`src/rtl/move_scheduler_2048.sv`:
```
// Button-to-move scheduler for the 2048 board datapath: press detection, move FIFO,
// issue handshake, turn counter and end-screen/clear sequencing. Optional: MOVE_SCHEDULER_REPEAT_EN.
module move_scheduler_2048 #(
  parameter int QUEUE_DEPTH   = 4,
  parameter int SCREEN_CYCLES = 1200,
  parameter int TURN_WIDTH    = 14,
  parameter int REPEAT_CYCLES = 65536
) (
  input  logic                  clk,
  input  logic                  rst_n,
  input  logic                  btnL,
  input  logic                  btnR,
  input  logic                  btnU,
  input  logic                  btnD,
  output logic                  move_valid,
  output logic [1:0]            move_dir,
  input  logic                  move_ready,
  input  logic                  move_done,
  input  logic                  won,
  input  logic                  lost,
  output logic                  clear_req,
  input  logic                  clear_ack,
  output logic [TURN_WIDTH-1:0] turns,
  output logic                  game_over,
  output logic                  queue_overflow
);

  localparam int PTR_W   = (QUEUE_DEPTH > 1) ? $clog2(QUEUE_DEPTH) : 1;
  localparam int CNT_W   = PTR_W + 1;
  localparam int TIMER_W = (SCREEN_CYCLES > 1) ? $clog2(SCREEN_CYCLES) : 1;
  localparam logic [TIMER_W-1:0] TIMER_LAST = TIMER_W'(SCREEN_CYCLES - 1);
  localparam logic [CNT_W-1:0]   DEPTH_C    = CNT_W'(QUEUE_DEPTH);

  if (QUEUE_DEPTH < 2 || QUEUE_DEPTH > 16 || (QUEUE_DEPTH & (QUEUE_DEPTH - 1)) != 0 ||
      REPEAT_CYCLES < 2 || SCREEN_CYCLES < 1) begin : g_bad_params
    $error("move_scheduler_2048: illegal parameter combination");
  end

  typedef enum logic [2:0] {IDLE, ISSUE, BUSY, OVER, CLEAR} state_e;

  state_e                 state_q;
  logic [3:0]             last_q;
  logic                   move_valid_q;
  logic [1:0]             move_dir_q;
  logic                   clear_req_q;
  logic                   game_over_q;
  logic                   overflow_q;
  logic [TURN_WIDTH-1:0]  turns_q;
  logic [TIMER_W-1:0]     timer_q;

  logic [1:0]             mem_q [QUEUE_DEPTH];
  logic [PTR_W-1:0]       wr_ptr_q, wr_ptr_d;
  logic [PTR_W-1:0]       rd_ptr_q, rd_ptr_d;
  logic [CNT_W-1:0]       count_q, count_d;

  logic [3:0]             btn_now;
  logic [3:0]             edge_press;
  logic [3:0]             press_raw;
  logic                   any_press;
  logic [1:0]             sel_dir;
  logic                   enq_state;
  logic                   fifo_full;
  logic                   deq;
  logic                   enq;
  logic                   drop;
  logic                   going_over;

  // Bit index equals the move_dir encoding: L=0, R=1, U=2, D=3.
  assign btn_now    = {btnD, btnU, btnR, btnL};
  assign edge_press = btn_now & ~last_q;
  assign going_over = (state_q == BUSY) && move_done && (won || lost);

`ifdef MOVE_SCHEDULER_REPEAT_EN
  localparam int HOLD_W = $clog2(REPEAT_CYCLES);
  localparam logic [HOLD_W-1:0] HOLD_LAST = HOLD_W'(REPEAT_CYCLES - 1);

  logic [3:0]        active_q;
  logic [HOLD_W-1:0] hold_q [4];
  logic [3:0]        repeat_press;

  always_comb begin
    for (int i = 0; i < 4; i++) begin
      repeat_press[i] = active_q[i] && btn_now[i] && (hold_q[i] == HOLD_LAST);
    end
  end

  // Only a real rising edge arms a direction, so a button held through reset never repeats.
  always_ff @(posedge clk or negedge rst_n) begin
    if (!rst_n) begin
      active_q <= '0;
      for (int i = 0; i < 4; i++) hold_q[i] <= '0;
    end else begin
      for (int i = 0; i < 4; i++) begin
        if (!btn_now[i] || going_over || state_q == OVER) begin
          active_q[i] <= 1'b0;
          hold_q[i]   <= '0;
        end else if (edge_press[i]) begin
          active_q[i] <= 1'b1;
          hold_q[i]   <= '0;
        end else if (active_q[i]) begin
          hold_q[i] <= repeat_press[i] ? '0 : hold_q[i] + 1'b1;
        end
      end
    end
  end

  assign press_raw = edge_press | repeat_press;
`else
  assign press_raw = edge_press;
`endif

  always_comb begin
    sel_dir = 2'd0;
    if (press_raw[2])      sel_dir = 2'd2;
    else if (press_raw[3]) sel_dir = 2'd3;
    else if (press_raw[0]) sel_dir = 2'd0;
    else if (press_raw[1]) sel_dir = 2'd1;
  end

  assign any_press = |press_raw;
  assign enq_state = (state_q == IDLE) || (state_q == ISSUE) || (state_q == BUSY);
  assign fifo_full = (count_q == DEPTH_C);
  assign deq       = (state_q == IDLE) && (count_q != '0);
  assign enq       = any_press && enq_state && (!fifo_full || deq);
  assign drop      = any_press && enq_state && fifo_full && !deq;

  // Entering OVER flushes the queue, overriding any same-cycle enqueue.
  always_comb begin
    wr_ptr_d = wr_ptr_q;
    rd_ptr_d = rd_ptr_q;
    count_d  = count_q;
    if (going_over) begin
      wr_ptr_d = '0;
      rd_ptr_d = '0;
      count_d  = '0;
    end else begin
      if (enq) wr_ptr_d = wr_ptr_q + 1'b1;
      if (deq) rd_ptr_d = rd_ptr_q + 1'b1;
      if (enq && !deq)      count_d = count_q + 1'b1;
      else if (!enq && deq) count_d = count_q - 1'b1;
    end
  end

  always_ff @(posedge clk) begin
    if (enq) mem_q[wr_ptr_q] <= sel_dir;
  end

  always_ff @(posedge clk or negedge rst_n) begin
    if (!rst_n) begin
      state_q      <= IDLE;
      last_q       <= 4'hF;
      move_valid_q <= 1'b0;
      move_dir_q   <= 2'd0;
      clear_req_q  <= 1'b0;
      game_over_q  <= 1'b0;
      overflow_q   <= 1'b0;
      turns_q      <= '0;
      timer_q      <= '0;
      wr_ptr_q     <= '0;
      rd_ptr_q     <= '0;
      count_q      <= '0;
    end else begin
      last_q     <= btn_now;
      overflow_q <= drop;
      wr_ptr_q   <= wr_ptr_d;
      rd_ptr_q   <= rd_ptr_d;
      count_q    <= count_d;
      case (state_q)
        IDLE: begin
          if (deq) begin
            move_dir_q   <= mem_q[rd_ptr_q];
            move_valid_q <= 1'b1;
            state_q      <= ISSUE;
          end
        end
        ISSUE: begin
          if (move_ready) begin
            move_valid_q <= 1'b0;
            if (turns_q != '1) turns_q <= turns_q + 1'b1;
            state_q <= BUSY;
          end
        end
        BUSY: begin
          if (going_over) begin
            timer_q     <= '0;
            game_over_q <= 1'b1;
            state_q     <= OVER;
          end else if (move_done) begin
            state_q <= IDLE;
          end
        end
        OVER: begin
          if (timer_q == TIMER_LAST) begin
            clear_req_q <= 1'b1;
            state_q     <= CLEAR;
          end else begin
            timer_q <= timer_q + 1'b1;
          end
        end
        CLEAR: begin
          if (clear_ack) begin
            clear_req_q <= 1'b0;
            game_over_q <= 1'b0;
            turns_q     <= '0;
            state_q     <= IDLE;
          end
        end
        default: state_q <= IDLE;
      endcase
    end
  end

  assign move_valid     = move_valid_q;
  assign move_dir       = move_dir_q;
  assign clear_req      = clear_req_q;
  assign game_over      = game_over_q;
  assign queue_overflow = overflow_q;
  assign turns          = turns_q;

endmodule
```
`config.mk`:
```
export PLATFORM = sky130hd
export DESIGN_NAME = move_scheduler_2048
export DESIGN_NICKNAME = d
export VERILOG_FILES = /design/src/rtl/move_scheduler_2048.sv
export SDC_FILE = /design/constraint.sdc
export NUM_CORES = 1
export LEC_CHECK = 0
export CAP_MARGIN = 30
export CORE_MARGIN = 5
export CORE_UTILIZATION = 60
export DETAILED_ROUTE_END_ITERATION = 7
export GPL_ROUTABILITY_DRIVEN = 0
export HOLD_SLACK_MARGIN = 0.02
export PLACE_DENSITY = 0.94
export SYNTH_ARGS = -nofsm -noshare
export SYNTH_HDL_FRONTEND = slang
export SYNTH_SLANG_ARGS = --single-unit
export TNS_END_PERCENT = 20
```
`constraint.sdc`:
```
create_clock -name clk -period 4.6 [get_ports clk]
set_input_delay 0.46 -clock clk [delete_from_list [all_inputs] [get_ports clk]]
set_output_delay 0.46 -clock clk [all_outputs]
set_load 0.03 [all_outputs]
```
# Word-level counts from Yosys, hierarchy flattened
# Memory sizes are Yosys's and may differ from the RTL's. A register that Yosys moved wholly into a read port is not among the register bits.
# Index checks and enable logic that the tools add are counted.
# totals
in_bits,11
latch_bits,0
out_inout_bits,20
ram_bits,8
wordCells,105
memories,1
reg_bits,43
mem_bits_ro,0
# op_classes
n_mux,35
n_mul,0
magnitude_cmp,0
eq_ne,15
n_div,0
shift,0
n_bitwise,2
add_sub_neg,6
n_reduce_logical,35
# memory_table
name,words,width,rd,rd_clocked_by_memory_dff,write_ports,line,source
mem_q,4,2,1,1,1,51,logic [1:0] mem_q [QUEUE_DEPTH];
# ops
op,count
14-bit two-way mux,3
14-bit one-hot mux with 2 select lines,1
3-bit two-way mux,9
11-bit two-way mux,2
11-bit one-hot mux with 2 select lines,1
3-bit one-hot mux with 5 select lines,1
"14-bit by 1-bit adder with 14-bit output, second input constant",1
"14-bit != test, second input constant",1
2-bit nonzero test,7
2-bit two-way mux,6
"2-bit != test, second input constant",6
3-bit AND reduction,4
"11-bit by 1-bit adder with 11-bit output, second input constant",1
"11-bit equality test, second input constant",1
1-bit logical AND,9
1-bit two-way mux,9
"3-bit by 2-bit equality test with 1-bit output, second input constant",2
"3-bit equality test, second input constant",2
1-bit one-hot mux with 2 select lines,3
3-bit nonzero test,2
5-bit AND reduction,1
"2-bit by 1-bit adder with 2-bit output, second input constant",2
4-bit bitwise AND,1
1-bit zero test,4
11 further kinds,14

# Longest topological paths before layout
# Gate-level depths: netlist of the first run.
# logic_depth
depth_word,10
depth_mapped,9
mapped_depth_nobuf,7

# Worst setup path after synthesis of the first run
# OpenSTA, ideal clock, no wires.
# synth_timing
path_type,input to register
from,in btnD
to,reg count_q[2]
path_stages,7
setup_time_ns,0.126
t_required_ns,4.474
path_buffers,0
arrival_time_ns,2.091
slack_ns,2.383
path_cell_list,nor2b_4 > o41ai_4 > nor3_1 > fa_1 > nor4_2 > o21ai_0 > nor3b_2
# synth_between
elab_chain_cells,7
elab_cells_between_ends,10
classes_between,mux (2); bitwise (1); reduce/logical (7)
# synth_rtl
element,line,source
"start, declared",14,"input logic btnD,"
4-bit bitwise AND *,70,assign edge_press = btn_now & ~last_q;
4-bit OR reduction *,120,assign any_press = |press_raw;
1-bit logical AND * (2 in a row),124,assign enq = any_press && enq_state && (!fifo_full || deq);
1-bit logical AND / 1-bit zero test (equally long branches),"139, 140",
3-bit two-way mux / 1-bit logical AND (equally long branches),"139, 140",
3-bit two-way mux / 3-bit nonzero test (equally long branches),--,
"end signal, assigned",167,count_q <= count_d;
"end, declared",54,"logic [CNT_W-1:0] count_q, count_d;"
# Mark *: on every way between the ends. The rest lies on a longest branch, timed or not.
# A chain may end at the register's enable or synchronous reset.

# Final worst setup path of the first run
# Same ends and word-level chain as after synthesis.

==> results of run 1 <==
[sequential cells by signal (all words and copies together), names as in the netlist]
signal and flops:
move_valid 1, clear_req 1, last_q 4, game_over 1, state_q 3, move_dir 2, rd_ptr_q 2, turns 14
wr_ptr_q 2, queue_overflow 1, mem_q 8, count_q 3, timer_q 11
[metrics by stage]
step | setup slack, ns | std cells | power (mW) | utilization | hold slack [ns]
6_report | 2.115 | 336 | 1.835 | 0.7076 | 0.08177
5_1_grt | 1.982 | 336 | 1.959 | 0.7076 | 0.1126
4_1_cts | 2.116 | 336 | 1.841 | 0.7076 | 0.1011
3_5_place_dp | 1.801 | 328 | 1.467 | 0.6786 | 0.4390
3_3_place_gp | 1.883 | 327 | 1.426 | 0.6743 | 0.4775
2_1_floorplan | 2.383 | 251 | 1.291 | - | 0.1644
[worst paths after layout]
kind / from / endpoint / slack, ns
worst min register to register: clear_req / clear_req / 0.52
worst max register to register: state_q[0] / count_q[2] / 2.15
max in group asynchronous: rst_n / timer_q[9] / 4.02
worst max-delay path: btnD / count_q[2] / 2.11
worst min-delay path: rst_n / move_valid / 0.08
min in group clk: clear_req / clear_req / 0.52
[layout make-up]
| cell class | count | area, um2 | share of cell area |
|---|---|---|---|
| clock inverters | 3 | 65.06 | 0.01986 |
| clock buffers | 5 | 68.82 | 0.02101 |
| multi-input cells | 183 | 1358 | 0.4144 |
| well taps | 54 | 67.56 | 0.02063 |
| flip-flops and latches | 53 | 1371 | 0.4186 |
| inverters | 6 | 22.52 | 0.006875 |
| repair buffers | 32 | 322.8 | 0.09855 |
[where the power goes]
part           internal [mW]  switching (mW)  leakage, nW
clock network          0.216           0.156       0.0681
logic                  0.328           0.376        0.621
registers              0.604           0.155        0.646
[cells by family (layout without fill, tap and decap cells)]
kind of cell / Yosys count / after routing / synth area share
simple gates: 113 / 113 / 0.2521
flops: 53 / 53 / 0.4865
compound gates: 36 / 36 / 0.09765
xor+xnor: 18 / 18 / 0.05593
buf+inv: 15 / 46 / 0.03195
mux: 9 / 9 / 0.04216
fa+ha+maj: 7 / 7 / 0.03373
[per-layer routing]
metal / routed length [um] / part of all wire / vias up
met3: 391 / 0.071 / 14
met5: 0 / 0 / -
met2: 2535 / 0.46 / 92
li1: - / - / 971
met4: 106 / 0.019 / 0
met1: 2505 / 0.45 / 987
[cell usage after synthesis (all sizes together) (2+ instances only)]
| cell type | count | area (um2) |
|---|---|---|
| a21oi | 8 | 43.79 |
| and2 | 6 | 40.04 |
| and3 | 4 | 26.28 |
| and4 | 4 | 35.03 |
| buf | 8 | 63.80 |
| dfrtp | 41 | 1026 |
| dfstp | 4 | 105.1 |
| edfxtp | 8 | 240.2 |
| ha | 6 | 75.07 |
| inv | 6 | 22.52 |
| mux2 | 3 | 33.78 |
| mux2i | 4 | 40.04 |
| mux4 | 2 | 45.04 |
| nand2 | 21 | 86.33 |
| nand3 | 8 | 40.04 |
| nand4 | 8 | 50.05 |
| nor2 | 29 | 113.9 |
| nor2b | 5 | 46.30 |
| nor3 | 8 | 56.31 |
| nor4 | 4 | 37.53 |
| o2111ai | 5 | 50.04 |
| o211ai | 5 | 37.54 |
| o21ai | 8 | 40.04 |
| o31ai | 5 | 37.54 |
| o41ai | 2 | 36.29 |
| or2 | 3 | 18.77 |
| or3 | 2 | 17.52 |
| or4 | 2 | 18.77 |
| xnor2 | 8 | 70.07 |
| xor2 | 10 | 87.58 |
==> flow_results.org, run 1 <==
** Outcome
- Status :: completed

** Global routing
- Grt total ovfl :: 0
- Overall routing resource usage :: 0.1924
- The initial antenna violation count was 0.
- For this run, global-route usage on met2 was measured as 0.2818.
- The number of global-route vias before repair was roughly 1.9k.
- Entering global routing, the biggest net connects 27 pins.
- Most heavily used metal layer in global routing :: met2
- For this run, global-route usage on met3 was measured as 0.05505.
- The first global-routing pass estimated 9.356 mm of wire.
- For this run, global-route usage on met1 was measured as 0.2713.

** Timing
- Setup repair after global routing left no endpoint under its margin.
- Final min period :: approximately 2.5 ns
- At the pin with the least slew margin, the transition time is roughly 0.63 ns.
- Sum of negative setup slack :: 0 ns
- Max Clk Rate :: between 0.4 and 0.5 GHz
- Of the available clock period, the critical path in the final layout requires 0.5403.
- Headroom to the max-slew limit came out at 0.5760.
- Clock skew on the completed layout was measured at ~0.010 ns.
- Final number of hold-violating endpoints :: 0
- Final setup vio count :: 0
- The max-slew violation total from the final report was 0.

** Drt
- The detail route stage leaves a number of antenna-violating nets equal to 0.
- Vias :: a little over 2k
- WL final :: between 5 and 6 mm
- DRC violations left :: 0
- The pre-antenna-repair detailed-routing pass consisted of 5 iterations.
- Using the TritonRoute via totals, the vias-per-cell ratio works out to 6.143.
- After detailed routing, the average wire length per cell comes to ~16 um.
- The detailed router finished its first iteration with 290 violations.

** Synth
- Sequential fraction of the synthesis area :: 0.4865
- Async set-or-reset flop fraction in the synthesized netlist :: 0.8491
- Averaged over all synthesized cells, the footprint is 11.23 um2.
- The synthesized design contains 8 enable-type register cells.
- Distinct cell type count of the synthesized netlist :: 60
- Among all flip-flop cells after synthesis, the most frequent one is dfrtp_1.
- Counting flops and latches in the post-synthesis netlist gives 53.
- Yosys printed 0 warnings.
- In this run the cell area of the synthesized design comes to ~2800 um2.
- Cells after synthesis :: 251
- Net count after synthesis :: around 270

** Cells and area
- Share of layout cells above drive strength 1 :: 0.1560
- Nets@finish :: around 300
- The repair_antennas step left the layout with diodes totalling 0.
- Leading cell types in the layout, fill and taps excluded :: dfrtp_1, clkdlybuf4s50_1, nor2_1, nand2_1, xor2_1
- Post-layout instance area :: 3276 um2
- The library cell used most frequently in the layout, excluding fill and tap cells, is dfrtp_1.
- The filler cells instantiated in the layout total 315.
- Relative to the synthesized area, the layout overhead comes to 16.20%.

** Floorplan
- The core region is approximately 4600 um2.
- I/O pin cnt :: 31
- Die Wd :: a little under 80 um
- Initial cell density of the core :: 0.6089
- The die covers 6169 um2.
- Height of the die :: between 70 and 80 um
- Row count :: 25

** Setup path
- Worst EP required :: around 4.8 ns
- Critical path's largest stage delay :: roughly 0.52 ns
- Of all nets on the critical path, the largest fanout is 6.
- Gate family responsible for the most delay along the worst path :: simple AND/OR/NAND/NOR gates
- List of cells traversed by the critical path :: clkdlybuf4s50_1 > nor2b_4 > o41ai_4 > nor3_1 > fa_1 > nor4_2 > o21ai_0 > nor3b_2
- For the worst flop-to-flop path, the logic depth is 7.
- STA classifies the critical path endpoint as a flop.
- Slowest cell on crit path :: o41ai_4
- The worst setup path is launched from a primary input.
- The number of buffers and inverters on the critical path is 1.
- Worst path depth :: 8
- Worst path arrival time :: 2.68 ns
- Crit path kind :: in -> reg

** Clock network
- TritonCTS created 5 clock buffers.
- Once the clock tree was built, the resizer swapped 0 gates to a different size.
- CTS sink count :: 53
- H-tree Lvls :: 2
- Cell at the root of the clock tree :: clkbuf_8
- Post CTS Setup Buffer Count :: 0
- Buffers from clock root to sink, at most :: 2
- In this run, post-CTS hold repair placed 0 buffers.
- TritonCTS built the clock tree.
- Clock network latency to the later pin of the worst-skew pair :: ~0.32 ns
- After clock tree synthesis, the clock-pin slew on the worst setup and hold paths is ~0.10 ns.

** Placement
- HPWL after detailed placement :: 3.899 mm
- Port buffering added 30 buffers.
- Once placement finished, the instance area stood at 3142 um2.

** Pwr
- PD cells :: about 560 nW/um2
- Summed over all cells, the static leakage comes to roughly 1.3 nW.
- Peak ir drop on the vdd network :: roughly 0.00035 V

** Job
- Number of max-cap violations :: 0

** Hold path
- Type of the worst min-delay path :: in -> async
Power figures use the tool's default switching activity.
==> inputs of run 2 (changes only) <==
--- a/config.mk
+++ b/config.mk
@@ -7,11 +7,11 @@
 export LEC_CHECK = 0
 export CAP_MARGIN = 30
 export CORE_MARGIN = 5
-export CORE_UTILIZATION = 60
+export CORE_UTILIZATION = 51
 export DETAILED_ROUTE_END_ITERATION = 7
 export GPL_ROUTABILITY_DRIVEN = 0
 export HOLD_SLACK_MARGIN = 0.02
-export PLACE_DENSITY = 0.94
+export PLACE_DENSITY = 0.86
 export SYNTH_ARGS = -nofsm -noshare
 export SYNTH_HDL_FRONTEND = slang
 export SYNTH_SLANG_ARGS = --single-unit
==> constraint.sdc (replaced) <==
create_clock -name clk -period 2.15 [get_ports clk]
set_input_delay 0.215 -clock clk [delete_from_list [all_inputs] [get_ports clk]]
set_output_delay 0.215 -clock clk [all_outputs]
set_load 0.03 [all_outputs]
==> run 2 against run 1 <==
Clock power is 51% higher. Register-to-register slack got worse by 2.1 ns. Non-clock buffer count grew 10. Final cell count rose by 8.3%. Via count fell by 2.1%. Clock-buffer cell count unchanged. Clock skew down 0.0028 ns. Critical path type is now reg -> reg. Critical endpoint unchanged.
==> flow_results.org, run 2 (synthesized netlist as in run 1, its figures left out) <==
** Outcome
- The run finished with clean final reports.

** Global routing
- The initial antenna violation count is 0 (unchanged).
- Grt total ovfl :: 0 (unchanged)
- The global-route wire length before repair came to 9.839 mm (+5.2%).
- Largest net degree at the start of global routing :: 46 (+70%)
- The overall fraction of global-route tracks in use is 0.1685 (-0.02396).
- Vias in the first global route :: 2006 (+4.5%)

** Timing
- The number of endpoints with negative hold slack in the final report was 0 (unchanged).
- Final setup vio count :: 0 (unchanged)
- Dividing the final minimum period by the clock period gives 0.9783.
- The worst hold slack across all endpoints came to 0.3218 ns (+0.2400 ns).
- The smallest setup slack after layout was 0.04662 ns (-2.068 ns).
- For this run, the top clock speed supported by timing is ~0.48 GHz.
- Final min period :: 2.103 ns
- The worst slew margin relative to its limit came to 0.5757 (about the same).
- Slew of the pin with the lowest slew margin :: 0.6316 ns (+0.0003917 ns)
- RSZ-0062 raised after global routing :: true
- The max-slew violation total from the final report came to 0 (unchanged).
- The largest clock skew in the final design is 0.007521 ns (-0.002816 ns).

** Drt
- The detailed-route wire length per cell came to 15.20 um (-7.8%).
- Avg Vias per Cell :: 5.552 (-9.6%)
- The post-route antenna net violation count is 0 (unchanged).
- The first-pass detailed-route iteration total was 4 (-1).
- The routed wire length came to 5.531 mm (-0.13%).
- The first-iteration detailed-routing DRC count is 70 (-76%).
- The via count of the routed design came to 2021 (-2.1%).
- The DRC violation count after routing came to 0 (unchanged).

** Hold path
- In this run the worst hold path is classified as in -> reg.
- Counting instances, the worst hold path has a depth of 1.

** Placement
- The cell area after placement came to 3224 um2 (+2.6%).
- The HPWL reported at the end of detailed placement was 4.077 mm (+4.6%).
- Input/output buffers :: 30 (unchanged)
- Placed Cells :: 355 (+8.2%)
- Pre-CTS setup slack :: -0.2387 ns (-2.040 ns)

** Cells and area
- Count of non-filler cells in the finished layout :: 364 (+8.3%)
- Share of layout cells above drive strength 1 :: 0.1884 (+0.03233)
- Area added between synthesis and finish :: 18.38%
- Fill cell total of the finished layout :: 442 (+40%)
- Nets@finish :: 309 (+3.3%)
- Count of inserted antenna diode cells :: 0 (unchanged)
- Leaving out fill and tap cells, the most frequent cell in the layout is dfrtp_1.
- Post-layout instance area :: 3337 um2 (+1.9%)
- The flip-flop count of the largest register after layout was 14 (unchanged).
- The top cell types in the final layout, fill and taps aside, are dfrtp_1, clkdlybuf4s50_1, nor2_1, nand2_1, buf_4.

** Setup path
- The worst reg2reg path depth came to 7 (unchanged).
- Critical Path End Type :: flop
- STA classifies the critical path startpoint as a flop.
- The critical path goes through nor2b_4 > o41ai_4 > nor3_2 > fa_2 > nor4_4 > o21ai_0 > nor3b_2.
- The highest cell delay on the worst timing path was 0.56 ns (+0.04 ns).
- Worst path arrival time :: 2.30 ns (-0.38 ns)
- Worst EP required :: 2.35 ns (-2.45 ns)
- The largest fanout on the critical path came to 3 (-3).
- The worst setup path is of the reg -> reg kind.
- Slowest cell on crit path :: dfstp_2

** Job
- Number of max-cap violations :: 0 (unchanged)

** Clock network
- The TritonCTS sink count was 53 (unchanged).
- The post-CTS clock slew at the launch and capture registers of the worst setup and hold paths came to 0.10 ns (about the same).
- The total setup buffers inserted after CTS came to 0 (unchanged).
- The number of buffers inserted during clock tree synthesis came to 5 (unchanged).
- The clock insertion delay at the later pin of the skew report came to 0.31 ns (about the same).
- The H-tree depth reported by CTS came to 2 (unchanged).
- TritonCTS built the clock tree.
- In this run the clock root is driven by a clkbuf_8.
- The number of buffers on the longest clock path came to 2 (unchanged).

** Floorplan
- Die Footprint :: 7114 um2 (+15%)
- Std-Cell Core Area :: 5439 um2 (+17%)
- The row count is 27 (+8.0%).
- I/O pin cnt :: 31 (unchanged)
- Die Wd :: 84.35 um (+7.4%)
- The die boundary height was 84.35 um (+7.4%).
- The initial core utilization is 0.5183 (-0.09063).

** Pwr
- Peak ir drop on the vdd network :: 0.0005704 V (+65%)
- The power consumption was 3.776 mW (+110%).
- The areal power density over the cells came to 1131 nW/um2 (+100%).
- Standby leakage power :: 1.350 nW (+1.0%)
run 2: through the flow:
stage,setup TNS [ns],util
2_1_floorplan,0,-
3_3_place_gp,-0.1532,0.5928
3_5_place_dp,-0.2821,0.5928
4_1_cts,0,0.6115
5_1_grt,-0.1484,0.6135
6_report,0,0.6135
run 2: path summary, 6_finish.rpt:
kind	slack, ns	startpoint	endpoint
worst max-delay path	0.05	last_q[3]	count_q[2]
worst min-delay path	0.32	btnR	last_q[1]
worst max register to register	0.05	last_q[3]	count_q[2]
worst min register to register	0.51	clear_req	clear_req
max in group asynchronous	1.26	rst_n	timer_q[2]
min in group asynchronous	0.51	rst_n	turns[12]
run 2: worst max-delay path, delay by kind of cell, from the launching register on:
family	cells	cell delay, ns
compound gates	2	0.49
fa+ha+maj	1	0.37
flops	1	0.56
simple gates	4	0.58
run 2: timing repair:
action                                 CTS  global route
hold buffers                             1             0
gates resized for setup                  0             2
endpoints found under the hold margin   41             0
setup endpoints to repair                0             2
run 2: final cells by class:
cell class              instances  area [um2]  area share
multi-input cells             183        1374      0.4117
repair buffers                 42       387.9      0.1162
flip-flops and latches         53        1371      0.4110
inverters                       6       22.52    0.006749
clock buffers                   5       68.82     0.02062
clock inverters                 3       22.52    0.006749
well taps                      72       90.09     0.02700
run 2: where the power goes:
| group | internal (mW) | switching [mW] | leakage [nW] |
|---|---|---|---|
| clock network | 0.229 | 0.332 | 0.0364 |
| logic | 0.769 | 0.893 | 0.667 |
| registers | 1.29 | 0.259 | 0.646 |
run 2: per-layer routing:
metal,vias up,GRT usage,routed length (um)
li1,986,-,-
met3,7,0.03533,252
met4,0,0.05324,91
met2,46,0.2733,2715
met5,-,0,0
met1,982,0.2272,2473
